File: src/rtl/router_pkg.sv
// -----------------------------------------------------------------------------
// router_pkg
// Shared definitions for the 5-port mesh router:
//   - port index constants (L=0, N=1, S=2, E=3, W=4) and NUM_PORTS
//   - route_xy(): dimension-ordered XY routing decision
// route_xy works on coordinates zero-extended to ROUTE_AW bits.  This lets
// the one package function serve any ADDR_W up to ROUTE_AW, because the
// ordering of unsigned values does not change under zero-extension.
// -----------------------------------------------------------------------------
package router_pkg;

    localparam int NUM_PORTS = 5;

    localparam int PORT_L = 0;
    localparam int PORT_N = 1;
    localparam int PORT_S = 2;
    localparam int PORT_E = 3;
    localparam int PORT_W = 4;

    // Widest coordinate that route_xy can compare.
    localparam int ROUTE_AW = 16;

    typedef logic [2:0] port_idx_t;

    // X is resolved first, then Y; a flit addressed to this tile goes Local.
    function automatic port_idx_t route_xy(
        input logic [ROUTE_AW-1:0] dst_x,
        input logic [ROUTE_AW-1:0] dst_y,
        input logic [ROUTE_AW-1:0] cur_x,
        input logic [ROUTE_AW-1:0] cur_y
    );
        port_idx_t dir;
        if (dst_x > cur_x) begin
            dir = 3'(PORT_E);
        end else if (dst_x < cur_x) begin
            dir = 3'(PORT_W);
        end else if (dst_y > cur_y) begin
            dir = 3'(PORT_S);
        end else if (dst_y < cur_y) begin
            dir = 3'(PORT_N);
        end else begin
            dir = 3'(PORT_L);
        end
        return dir;
    endfunction

endpackage

File: src/rtl/router_5p_param_if.sv
// -----------------------------------------------------------------------------
// router_5p_param_if
// Bundles the five link ports of the router.  All buses are flattened, port p
// occupying slice [p*DATA_W +: DATA_W] (or bit p for 1-bit signals).
//   Data_in  / val_in  : flits arriving from upstream neighbours
//   ret_in             : credit returned to upstream, one pulse per flit popped
//   Data_out / val_out : registered flits leaving towards downstream
//   ret_out            : credits returned by downstream, one pulse = one credit
// modport slave  : the router's view
// modport master : the environment's (neighbours / testbench) view
// -----------------------------------------------------------------------------
interface router_5p_param_if #(
    parameter int DATA_W = 8
);
    import router_pkg::*;

    logic [NUM_PORTS*DATA_W-1:0] Data_in;
    logic [NUM_PORTS-1:0]        val_in;
    logic [NUM_PORTS-1:0]        ret_in;
    logic [NUM_PORTS*DATA_W-1:0] Data_out;
    logic [NUM_PORTS-1:0]        val_out;
    logic [NUM_PORTS-1:0]        ret_out;

    modport slave (
        input  Data_in,
        input  val_in,
        input  ret_out,
        output ret_in,
        output Data_out,
        output val_out
    );

    modport master (
        output Data_in,
        output val_in,
        output ret_out,
        input  ret_in,
        input  Data_out,
        input  val_out
    );

endinterface

File: src/rtl/router_in_fifo.sv
// -----------------------------------------------------------------------------
// router_in_fifo
// Synchronous input buffer for one router port.
//   clk, rst : clock, synchronous active-high reset (empties the FIFO)
//   push     : write din this edge
//   pop      : drop the head entry this edge (ignored when empty)
//   din      : incoming flit
//   full     : DEPTH entries held
//   empty    : no entries held
//   head     : oldest entry, read combinationally so it can be routed and
//              granted in the cycle after it was written
//   ovf      : combinational pulse, a push was refused because no slot was free
// A pop in the same cycle as a push frees its slot first, so a full FIFO
// still accepts the push when it is also being popped.
// DEPTH must be a power of two so the pointers wrap naturally.
// -----------------------------------------------------------------------------
module router_in_fifo #(
    parameter int DATA_W = 8,
    parameter int DEPTH  = 4
) (
    input  logic              clk,
    input  logic              rst,
    input  logic              push,
    input  logic              pop,
    input  logic [DATA_W-1:0] din,
    output logic              full,
    output logic              empty,
    output logic [DATA_W-1:0] head,
    output logic              ovf
);

    localparam int AW = $clog2(DEPTH);

    logic [DATA_W-1:0] mem_q [DEPTH];
    logic [AW-1:0]     wr_ptr_q, wr_ptr_d;
    logic [AW-1:0]     rd_ptr_q, rd_ptr_d;
    logic [AW:0]       count_q,  count_d;
    logic              push_ok;
    logic              pop_ok;

    assign empty = (count_q == '0);
    assign full  = (count_q == (AW+1)'(DEPTH));
    assign head  = mem_q[rd_ptr_q];

    always_comb begin
        pop_ok   = pop && !empty;
        push_ok  = push && (!full || pop_ok);
        ovf      = push && full && !pop_ok;
        wr_ptr_d = wr_ptr_q;
        rd_ptr_d = rd_ptr_q;
        count_d  = count_q;
        if (push_ok) begin
            wr_ptr_d = wr_ptr_q + AW'(1);
        end
        if (pop_ok) begin
            rd_ptr_d = rd_ptr_q + AW'(1);
        end
        if (push_ok && !pop_ok) begin
            count_d = count_q + (AW+1)'(1);
        end else if (!push_ok && pop_ok) begin
            count_d = count_q - (AW+1)'(1);
        end
    end

    always_ff @(posedge clk) begin
        if (rst) begin
            wr_ptr_q <= '0;
            rd_ptr_q <= '0;
            count_q  <= '0;
        end else begin
            wr_ptr_q <= wr_ptr_d;
            rd_ptr_q <= rd_ptr_d;
            count_q  <= count_d;
        end
    end

    // Storage needs no reset: the pointers alone decide what is valid.
    always_ff @(posedge clk) begin
        if (!rst && push_ok) begin
            mem_q[wr_ptr_q] <= din;
        end
    end

endmodule

File: src/rtl/router_5p_param.sv
// -----------------------------------------------------------------------------
// router_5p_param
// 5-port (L, N, S, E, W) mesh router with per-input FIFOs, XY routing,
// round-robin output arbitration and credit-based flow control.
// Single-flit packets: flit[DATA_W-1 -: ADDR_W] is destination X, the next
// ADDR_W bits down are destination Y, the rest is payload.
//   clk, rst             : clock, synchronous active-high reset
//   X_address, Y_address : this tile's mesh coordinate
//   link                 : the five link ports (router_5p_param_if.slave)
//   err_ovf              : sticky per input, a flit arrived while its FIFO
//                          was full and was dropped; cleared only by rst
// Flow: push at edge t, head routed and arbitrated combinationally, grant at
// edge t+1 registers Data_out/val_out and ret_in together with the pop.
// -----------------------------------------------------------------------------
module router_5p_param
    import router_pkg::*;
#(
    parameter int DATA_W     = 8,
    parameter int ADDR_W     = 2,
    parameter int FIFO_DEPTH = 4,
    parameter int CREDITS    = 4
) (
    input  logic                 clk,
    input  logic                 rst,
    input  logic [ADDR_W-1:0]    X_address,
    input  logic [ADDR_W-1:0]    Y_address,
    router_5p_param_if.slave     link,
    output logic [NUM_PORTS-1:0] err_ovf
);

    localparam int CW = $clog2(CREDITS + 1);

    // Per-input signals
    logic [DATA_W-1:0]    head [NUM_PORTS];
    port_idx_t            route [NUM_PORTS];
    logic [NUM_PORTS-1:0] empty;
    logic [NUM_PORTS-1:0] full;
    logic [NUM_PORTS-1:0] ovf;
    logic [NUM_PORTS-1:0] pop;

    // Grant matrix: gnt_by_out[o*NUM_PORTS + p] = output o grants input p.
    // gnt_by_in is the transpose, so each input can OR its own row.
    logic [NUM_PORTS*NUM_PORTS-1:0] gnt_by_out;
    logic [NUM_PORTS*NUM_PORTS-1:0] gnt_by_in;

    logic [NUM_PORTS-1:0] ret_in_q, ret_in_d;
    logic [NUM_PORTS-1:0] err_ovf_q, err_ovf_d;

    // ---------------------------------------------------------------------
    // Input side: FIFO and route computation per port
    // ---------------------------------------------------------------------
    for (genvar gi = 0; gi < NUM_PORTS; gi++) begin : g_in
        router_in_fifo #(
            .DATA_W (DATA_W),
            .DEPTH  (FIFO_DEPTH)
        ) u_fifo (
            .clk   (clk),
            .rst   (rst),
            .push  (link.val_in[gi]),
            .pop   (pop[gi]),
            .din   (link.Data_in[gi*DATA_W +: DATA_W]),
            .full  (full[gi]),
            .empty (empty[gi]),
            .head  (head[gi]),
            .ovf   (ovf[gi])
        );

        assign route[gi] = route_xy(
            ROUTE_AW'(head[gi][DATA_W-1 -: ADDR_W]),
            ROUTE_AW'(head[gi][DATA_W-ADDR_W-1 -: ADDR_W]),
            ROUTE_AW'(X_address),
            ROUTE_AW'(Y_address)
        );

        for (genvar gj = 0; gj < NUM_PORTS; gj++) begin : g_t
            assign gnt_by_in[gi*NUM_PORTS + gj] = gnt_by_out[gj*NUM_PORTS + gi];
        end

        // An input is popped by whichever output granted it (at most one).
        assign pop[gi] = |gnt_by_in[gi*NUM_PORTS +: NUM_PORTS];
    end

    // ---------------------------------------------------------------------
    // Output side: round-robin arbiter, credit counter and output register
    // ---------------------------------------------------------------------
    for (genvar gi = 0; gi < NUM_PORTS; gi++) begin : g_out
        logic [NUM_PORTS-1:0] req;
        logic [NUM_PORTS-1:0] gnt;
        logic                 found;
        logic [2:0]           sel;
        logic [3:0]           cand;
        logic                 ret;

        logic [DATA_W-1:0]    data_q, data_d;
        logic                 val_q,  val_d;
        logic [2:0]           ptr_q,  ptr_d;
        logic [CW-1:0]        cred_q, cred_d;

        assign ret = link.ret_out[gi];

        always_comb begin
            req   = '0;
            gnt   = '0;
            found = 1'b0;
            sel   = ptr_q;
            cand  = '0;
            for (int p = 0; p < NUM_PORTS; p++) begin
                req[p] = !empty[p] && (route[p] == 3'(gi));
            end
            // Search ptr+1, ptr+2, ... wrapping at NUM_PORTS; the last winner
            // is therefore visited last.
            if (cred_q != '0) begin
                for (int i = 1; i <= NUM_PORTS; i++) begin
                    cand = {1'b0, ptr_q} + 4'(i);
                    if (cand >= 4'(NUM_PORTS)) begin
                        cand = cand - 4'(NUM_PORTS);
                    end
                    if (!found && req[cand[2:0]]) begin
                        found = 1'b1;
                        sel   = cand[2:0];
                    end
                end
            end
            if (found) begin
                gnt[sel] = 1'b1;
            end

            ptr_d  = found ? sel : ptr_q;
            val_d  = found;
            data_d = found ? head[sel] : data_q;

            // Grant and return in the same cycle cancel out; a return with
            // the counter already at CREDITS is ignored.
            cred_d = cred_q;
            if (found && !ret) begin
                cred_d = cred_q - CW'(1);
            end else if (!found && ret && (cred_q != CW'(CREDITS))) begin
                cred_d = cred_q + CW'(1);
            end
        end

        always_ff @(posedge clk) begin
            if (rst) begin
                data_q <= '0;
                val_q  <= 1'b0;
                ptr_q  <= 3'(NUM_PORTS - 1);
                cred_q <= CW'(CREDITS);
            end else begin
                data_q <= data_d;
                val_q  <= val_d;
                ptr_q  <= ptr_d;
                cred_q <= cred_d;
            end
        end

        // Downstream returned more credits than it was ever given.
        always_ff @(posedge clk) begin
            if (!rst) begin
                assert (!(ret && !found && (cred_q == CW'(CREDITS))));
            end
        end

        assign gnt_by_out[gi*NUM_PORTS +: NUM_PORTS] = gnt;
        assign link.Data_out[gi*DATA_W +: DATA_W]    = data_q;
        assign link.val_out[gi]                      = val_q;
    end

    // ---------------------------------------------------------------------
    // Credit return to upstream and sticky overflow flags
    // ---------------------------------------------------------------------
    always_comb begin
        ret_in_d  = pop;
        err_ovf_d = err_ovf_q | ovf;
    end

    always_ff @(posedge clk) begin
        if (rst) begin
            ret_in_q  <= '0;
            err_ovf_q <= '0;
        end else begin
            ret_in_q  <= ret_in_d;
            err_ovf_q <= err_ovf_d;
        end
    end

    // A refused push can only ever come from a full FIFO.
    always_ff @(posedge clk) begin
        if (!rst) begin
            assert ((ovf & ~full) == '0);
        end
    end

    assign link.ret_in = ret_in_q;
    assign err_ovf     = err_ovf_q;

endmodule

File: src/flat_wrapper.sv
// flat-port wrapper written by rule: the top's interface ports become plain ports
module router_5p_param_flat import router_pkg::*;
#(
    parameter int DATA_W     = 8,
    parameter int ADDR_W     = 2,
    parameter int FIFO_DEPTH = 4,
    parameter int CREDITS    = 4
)
  (clk, rst, X_address, Y_address, err_ovf, link_Data_in, link_val_in, link_ret_out, link_ret_in, link_Data_out, link_val_out);
  router_5p_param_if #(.DATA_W(DATA_W)) link_i ();
  input  logic clk;
  input  logic rst;
  input  logic [ADDR_W-1:0] X_address;
  input  logic [ADDR_W-1:0] Y_address;
  output logic [NUM_PORTS-1:0] err_ovf;
  input wire logic [$bits(link_i.Data_in)-1:0] link_Data_in;
  input wire logic [$bits(link_i.val_in)-1:0] link_val_in;
  input wire logic [$bits(link_i.ret_out)-1:0] link_ret_out;
  output wire logic [$bits(link_i.ret_in)-1:0] link_ret_in;
  output wire logic [$bits(link_i.Data_out)-1:0] link_Data_out;
  output wire logic [$bits(link_i.val_out)-1:0] link_val_out;
  assign link_i.Data_in = link_Data_in;
  assign link_i.val_in = link_val_in;
  assign link_i.ret_out = link_ret_out;
  assign link_ret_in = link_i.ret_in;
  assign link_Data_out = link_i.Data_out;
  assign link_val_out = link_i.val_out;
  router_5p_param #(.DATA_W(DATA_W), .ADDR_W(ADDR_W), .FIFO_DEPTH(FIFO_DEPTH), .CREDITS(CREDITS)) u_core (.clk(clk), .rst(rst), .X_address(X_address), .Y_address(Y_address), .link(link_i), .err_ovf(err_ovf));
endmodule
File: config.mk
export PLATFORM = sky130hd
export DESIGN_NAME = router_5p_param_flat
export DESIGN_NICKNAME = d
export VERILOG_FILES = /design/src/rtl/router_pkg.sv /design/src/rtl/router_5p_param_if.sv /design/src/rtl/router_in_fifo.sv /design/src/rtl/router_5p_param.sv /design/src/flat_wrapper.sv
export SDC_FILE = /design/constraint.sdc
export NUM_CORES = 1
export LEC_CHECK = 0
export CORE_MARGIN = 2
export CORE_UTILIZATION = 55
export CTS_CLUSTER_DIAMETER = 100
export DETAILED_ROUTE_END_ITERATION = 10
export GPL_ROUTABILITY_DRIVEN = 0
export PLACE_DENSITY = 0.82
export SKIP_CTS_REPAIR_TIMING = 1
export SYNTH_ARGS = -nofsm -noshare
export SYNTH_HDL_FRONTEND = slang
export SYNTH_SLANG_ARGS = --single-unit
File: constraint.sdc
create_clock -name clk -period 12.07 [get_ports clk]
set_clock_uncertainty 0.2 [all_clocks]
set_input_delay 2.414 -clock clk [delete_from_list [all_inputs] [get_ports clk]]
set_output_delay 2.414 -clock clk [all_outputs]
set_load 0.005 [all_outputs]
After elaboration in Yosys (flattened, before gate mapping) --
Memories as Yosys holds them, arrays and structs flattened. A register that Yosys moved wholly into a read port is not among the register bits. Cells that the tools add are included.
Operators by class: add/sub/neg operators 80, $lt $le $gt $ge 85, equality and inequality tests 30, mux-type cells 270, bitwise logic cells 6, reduce and logical (&&, ||, !) cells 186
Operator list (count):
- 2-to-1 mux 3 bit | 114
- binary-select mux 8 bit (select 3 bit) | 5
- less-than comparator 3 x 4 -> 1 bit (second input constant) | 30
- greater-or-equal comparator 4 x 3 -> 1 bit (second input constant) | 25
- logical AND 1 bit | 100
- 2-to-1 mux 1 bit | 95
- 2-to-1 mux 8 bit | 10
- binary-select mux 1 bit (select 3 bit) | 25
- subtractor 3 bit (second input constant) | 25
- logical NOT 1 bit | 51
- adder 3 x 2 -> 4 bit (second input constant) | 10
- adder 3 x 3 -> 4 bit (second input constant) | 10
- adder 3 x 1 -> 3 bit (second input constant) | 10
- == test 3 x 2 -> 1 bit (second input constant) | 10
- == test 3 bit (second input constant) | 10
- logical NOT 3 bit | 10
- subtractor 3 x 1 -> 3 bit (second input constant) | 10
- 2-to-1 mux 5 bit | 5
- OR reduction 5 bit | 5
- 2-to-1 mux 2 bit | 11
- adder 2 x 1 -> 2 bit (second input constant) | 10
- adder 3 x 1 -> 4 bit (second input constant) | 5
- greater-or-equal comparator 4 bit (second input constant) | 5
- greater-than comparator 2 bit | 10
- other kinds (10) | 56
Word-level totals: register bits 120, bits in writable memories 160, input port bits 56, output and inout port bits 55, logic and storage cells 699, memories kept 5
Memory list:
- u_core.g_in[0].u_fifo.mem_q | depth 4, width 8, read ports 1, clocked after memory_dff 1, write ports 1, RTL line router_in_fifo.sv:34 | logic [DATA_W-1:0] mem_q [DEPTH];
- u_core.g_in[1].u_fifo.mem_q | depth 4, width 8, read ports 1, clocked after memory_dff 1, write ports 1, RTL line router_in_fifo.sv:34
- u_core.g_in[2].u_fifo.mem_q | depth 4, width 8, read ports 1, clocked after memory_dff 1, write ports 1, RTL line router_in_fifo.sv:34
- u_core.g_in[3].u_fifo.mem_q | depth 4, width 8, read ports 1, clocked after memory_dff 1, write ports 1, RTL line router_in_fifo.sv:34
- u_core.g_in[4].u_fifo.mem_q | depth 4, width 8, read ports 1, clocked after memory_dff 1, write ports 1, RTL line router_in_fifo.sv:34

Longest topological paths before layout --
word-level depth 40, gate-level depth with buffers 26, mapped depth without buffers 22

By module --
Synthesis repeated with hierarchy kept, for this count alone.
Unflattened totals: cell total of the unflattened synthesis 1959, area, all modules 19462.4 um^2
Modules (own cells, without submodules):
- router_5p_param | instances 1, cells an instance 1499, area an instance 11204.5 um^2, sequential area each 1701.6 um^2
- router_in_fifo | instances 5, cells an instance 92, area an instance 1651.6 um^2, sequential area each 1141.1 um^2

Worst setup path after synthesis --
OpenSTA, ideal clock, no wires.
path kind input to register, from input X_address[1], to register u_core.g_in[0].u_fifo.count_q[2], library setup time 0.070 ns, arrival 6.914 ns, required time 11.800 ns, slack 4.885 ns, stages on the path 20, buffers on the path 1, path through inv_1 -> ha_1 -> nand2_1 -> a211o_1 -> buf_4 -> a2111oi_0 -> o2111ai_1 -> and3_1 -> mux2i_1 -> o32ai_1 -> a22oi_1 -> or4b_2 -> and4_4 -> a21boi_4 -> ha_1 -> inv_1 -> fa_1 -> xor2_1 -> or3_1 -> a21oi_1
On the way: longest elaborated chain between the ends 37, elaborated cells on any way between the ends 280, those cells by class order compare: 20; eq/ne: 20; mux: 156; reduce/logical: 84
RTL lines:
- start: declaration | RTL line flat_wrapper.sv:13 | input logic [ADDR_W-1:0] X_address;
- less-than comparator 2 bit | RTL line router_pkg.sv:35 | end else if (dst_x < cur_x) begin
- 2-to-1 mux 3 bit | RTL line router_pkg.sv:35
- 2-to-1 mux 3 bit | RTL line router_pkg.sv:33 | if (dst_x > cur_x) begin
- == test 3 bit (tied with other cells) | RTL line router_5p_param.sv:108 | req[p] = !empty[p] && (route[p] == 3'(gi));
- logical AND 1 bit | RTL line router_5p_param.sv:108
- binary-select mux 1 bit (select 3 bit) | RTL line router_5p_param.sv:118 | if (!found && req[cand[2:0]]) begin
- 2-to-1 mux 1 bit (implied by the code) | RTL line router_5p_param.sv:118
- 2-to-1 mux 1 bit | RTL line router_5p_param.sv:118
- [21 not listed]
- 2-to-1 mux 5 bit | RTL line router_5p_param.sv:124 | if (found) begin
- OR reduction 5 bit * | RTL line router_5p_param.sv:80 | assign pop[gi] = |gnt_by_in[gi*NUM_PORTS +: NUM_PORTS];
- logical AND 1 bit * | RTL line router_in_fifo.sv:46 | pop_ok = pop && !empty;
- logical OR 1 bit | RTL line router_in_fifo.sv:47 | push_ok = push && (!full || pop_ok);
- logical AND 1 bit | RTL line router_in_fifo.sv:47
- logical NOT 1 bit | RTL line router_in_fifo.sv:60 | end else if (!push_ok && pop_ok) begin
- logical AND 1 bit | RTL line router_in_fifo.sv:60
- nonzero test 2 bit (no source line)
- end signal: assignment | RTL line router_in_fifo.sv:73 | count_q <= count_d;
- end: declaration | RTL line router_in_fifo.sv:37 | logic [AW:0] count_q, count_d;
Mark *: on every way between the ends. The rest lies on a longest branch, timed or not. The select of a mux whose other input is x is not followed. A chain may end at the register's enable or synchronous reset.

Final worst setup path --
from input X_address[1], to register u_core.g_in[3].u_fifo.count_q[2]
On the way: longest elaborated chain between the ends 37, elaborated cells on any way between the ends 280, those cells by class order compare: 20; eq/ne: 20; mux: 156; reduce/logical: 84
RTL lines (RTL line):
- less-than comparator 2 bit | router_pkg.sv:35
- 2-to-1 mux 3 bit | router_pkg.sv:35
- 2-to-1 mux 3 bit | router_pkg.sv:33
- == test 3 bit (tied with other cells) | router_5p_param.sv:108
- logical AND 1 bit | router_5p_param.sv:108
- binary-select mux 1 bit (select 3 bit) | router_5p_param.sv:118
- 2-to-1 mux 1 bit (implied by the code) | router_5p_param.sv:118
- 2-to-1 mux 1 bit | router_5p_param.sv:118
- [21 not listed]
- 2-to-1 mux 5 bit | router_5p_param.sv:124
- OR reduction 5 bit * | router_5p_param.sv:80
- logical AND 1 bit * | router_in_fifo.sv:46
- logical OR 1 bit | router_in_fifo.sv:47
- logical AND 1 bit | router_in_fifo.sv:47
- logical NOT 1 bit | router_in_fifo.sv:60
- logical AND 1 bit | router_in_fifo.sv:60
- nonzero test 2 bit (no source line)
- end signal: assignment | router_in_fifo.sv:73
- end: declaration | router_in_fifo.sv:37
Marks and branches as above.

==> metrics.txt <==
status=complete, but fails checks; failing checks=design-rule violations; antenna violations before repair=0; yosys warns=0; Detail Placement HPWL=43.9 mm; final worst-path cycle share=72.3%; std cell rows=69; Setup Total Neg Slack=0 ps; Synth async-reset ratio=0%; cell taking the most area after synthesis=edfxtp_1; cells after synthesis=2,077; DR top layer=met5; Clock Pin Slew Worst Setup and Hold Paths=70 ps; FF+latch area=7410 um2; wire length on met2=27.7 mm; Tmin final=8730 ps; top post-synthesis cells by area=edfxtp_1 (24%), dfxtp_1 (13%), ha_1 (5.9%); Die Width=195 um; Detailed Route Iter0 Violations=2,439; Port-buffer cells=110; total core area=35,700 um2; Synth Net Count=2,242; CTS H-Tree Depth=2; DR pass1 iterations=10; via count=18,200; Setup-failing EPs final=0; area taken by multi-input logic gates=11,800 um2; most frequent cells after synthesis=nor2_1 (169), edfxtp_1 (160), dfxtp_1 (130); first-pass GRT wire length=95.5 mm; DRC=1; Filler cells=2,791; cts bufs inserted=34; die area=38,000 um2; metal3 WL=7.02 mm; crit path launch type=input pin; layout cells sized above 1=10.2%; DIE HEIGHT=195 um; pin count of the biggest net entering global routing=90; I/O pin count=111; Arr. time, crit path=9000 ps; root buffer cell=clkbuf_16; Post-synth EDFFs=160; cell with the most instances after synthesis=nor2_1; antenna diode count=0; CTS tree=done; Netlist cell types=111; crit-path cells=clkdlybuf4s50_1 > inv_1 > ha_1 > nor2b_1 > nor3_1 > or3b_1 > a211oi_1 > o311ai_0 > a21oi_1 > o21ai_0 > a31oi_1 > or2_1 > o2111ai_1 > nor2_1 > ha_1 > inv_1 > fa_1 > xor2_1 > or3_1 > a21oi_1; Routed Antenna Nets=0; max-cap viol count=0; Register-to-Register Setup Slack=3760 ps; Routed wire per std cell=23.8 um; Slew @ Worst Pin=1260 ps; GRT Util Overall=31.8%; crit path max fanout=15; Mapped Area=20,000 um2; Nets=2,286; delay-heaviest family, CP=compound AO/OA/AOI/OAI gates; Crit Path Class=in2reg; Worst EP required=12,340 ps; Yosys reg bits=290; Mapped Avg Cell Area=9.65 um2; Main synth FF type=edfxtp_1; met1 WL=23.4 mm; Avg Vias per Cell=6.99; Total Wirelength=62.1 mm; GR Overflow Total=0; Final Hold Fails=0; Sink Count=290; crit path buf inv count=3; slowest stage delay, CP=990 ps; Synth top area share=24.0%; Layout area overhead=12.2%; Slew Limit Fails=0; Initial Utilization=56.0%; Slew headroom=16.3%; RSZ-0062 raised after global routing=no; register area share after synthesis=37.0%; Max Clock Freq=115 MHz; vias in the first global route=17,300; class of the worst hold path=reg2reg; Clock Tree Buf Depth=3; Worst-Skew Late Latency=540 ps; Crit-path slowest cell=a31oi_1; Worst Setup End Kind=register
[final timing paths]
check / start / endpoint / cells after the start
hold reg to reg: u_core.err_ovf[1]$_SDFF_PP0_ / u_core.err_ovf[1]$_SDFF_PP0_ / 2
setup / recovery: X_address[1] / u_core.g_in[3].u_fifo.count_q[2]$_SDFFE_PP0P_ / 20
hold / removal: u_core.err_ovf[1]$_SDFF_PP0_ / u_core.err_ovf[1]$_SDFF_PP0_ / 2
setup reg to reg: u_core.g_out[4].ptr_q[0]$_SDFFE_PP0P_ / u_core.g_in[3].u_fifo.count_q[2]$_SDFFE_PP0P_ / 20
[flip-flops by register name, summed over array words and instances, names as in the netlist, named ones only]
signal	count
u_core.err_ovf	5
u_core.g_in.u_fifo.count_q	15
u_core.g_in.u_fifo.mem_q	160
u_core.g_in.u_fifo.rd_ptr_q	10
u_core.g_in.u_fifo.wr_ptr_q	10
u_core.g_out.cred_q	15
u_core.g_out.data_q	40
u_core.g_out.ptr_q	15
u_core.g_out.val_q	5
u_core.link.ret_in	5
[cells by family after synthesis]
logic type | after synthesis | synth area share, %
muxes | 167 | 11.2
AOI/OAI and AO/OA | 539 | 19.0
adders and majority gates | 109 | 7.37
DFF | 290 | 37.0
and+or+nand+nor | 727 | 19.7
xor gates and xnor gates | 31 | 1.36
buffers and inverters | 214 | 4.38
[metrics by stage]
step                      cell area [um2]  setup slack, ps  utilization, %  std cells  hold slack, ps
after floorplan                     20000             4890               -       2077             261
after global placement              21300             3500            59.7       2546             277
after detailed placement            21300             3240            59.7       2546             296
after CTS                           22500             3670            62.9       2608             304
after global routing                22500             3040            62.9       2608             321
final                               22500             3340            62.9       2608             303
[placed cells by master (no fill, tap or decap), types with 17 or more instances in the layout]
| cell type | n |
|---|---|
| or3_1 | 29 |
| nor2b_1 | 42 |
| ha_1 | 94 |
| a31oi_1 | 33 |
| mux2_2 | 28 |
| nand2b_1 | 46 |
| mux4_2 | 41 |
| a211oi_1 | 32 |
| a311oi_1 | 17 |
| nor2_1 | 169 |
| clkdlybuf4s50_1 | 109 |
| xnor2_1 | 19 |
| nand4_1 | 26 |
| and3_1 | 27 |
| a21oi_1 | 116 |
| nand2_1 | 103 |
| dfxtp_1 | 130 |
| nand3_1 | 49 |
| edfxtp_1 | 160 |
| clkbuf_16 | 35 |
| o21ai_0 | 88 |
| nor3_1 | 76 |
| o211ai_1 | 29 |
| inv_1 | 95 |
| mux2i_1 | 89 |
| nor4_1 | 22 |
| and2_1 | 30 |
[final cells by class]
cell class / count / area share, %
Multi-Input combinational cell: 1573 / 52.4
Sequential cell: 290 / 32.9
Timing Repair Buffer: 122 / 5.29
Clock buffer: 41 / 4.04
Tap cell: 461 / 2.57
Inverter: 100 / 1.67
Clock inverter: 21 / 1.09
[layer usage]
metal,up-vias,GRT usage [%]
met1,8658,40.1
met4,2,18.2
li1,8014,-
met5,-,1.66
met2,1250,49.9
met3,305,7.88
[worst register-to-register path: stages (launching register included)]
cell	delay, ps
dfxtp_1	830
inv_1	500
ha_1	350
ha_1	360
or2_2	300
o21ai_1	450
mux2_2	450
o21a_1	240
nor4_2	580
a31oi_1	250
mux2i_1	170
a31oi_1	910
or2_1	250
o2111ai_1	450
nor2_1	590
ha_1	310
inv_1	80
fa_1	380
xor2_1	160
or3_1	320
a21oi_1	140
Power is left out: the tool's default activity adds up to more than one toggle a clock period on the data nets, which glitch-free logic cannot reach.
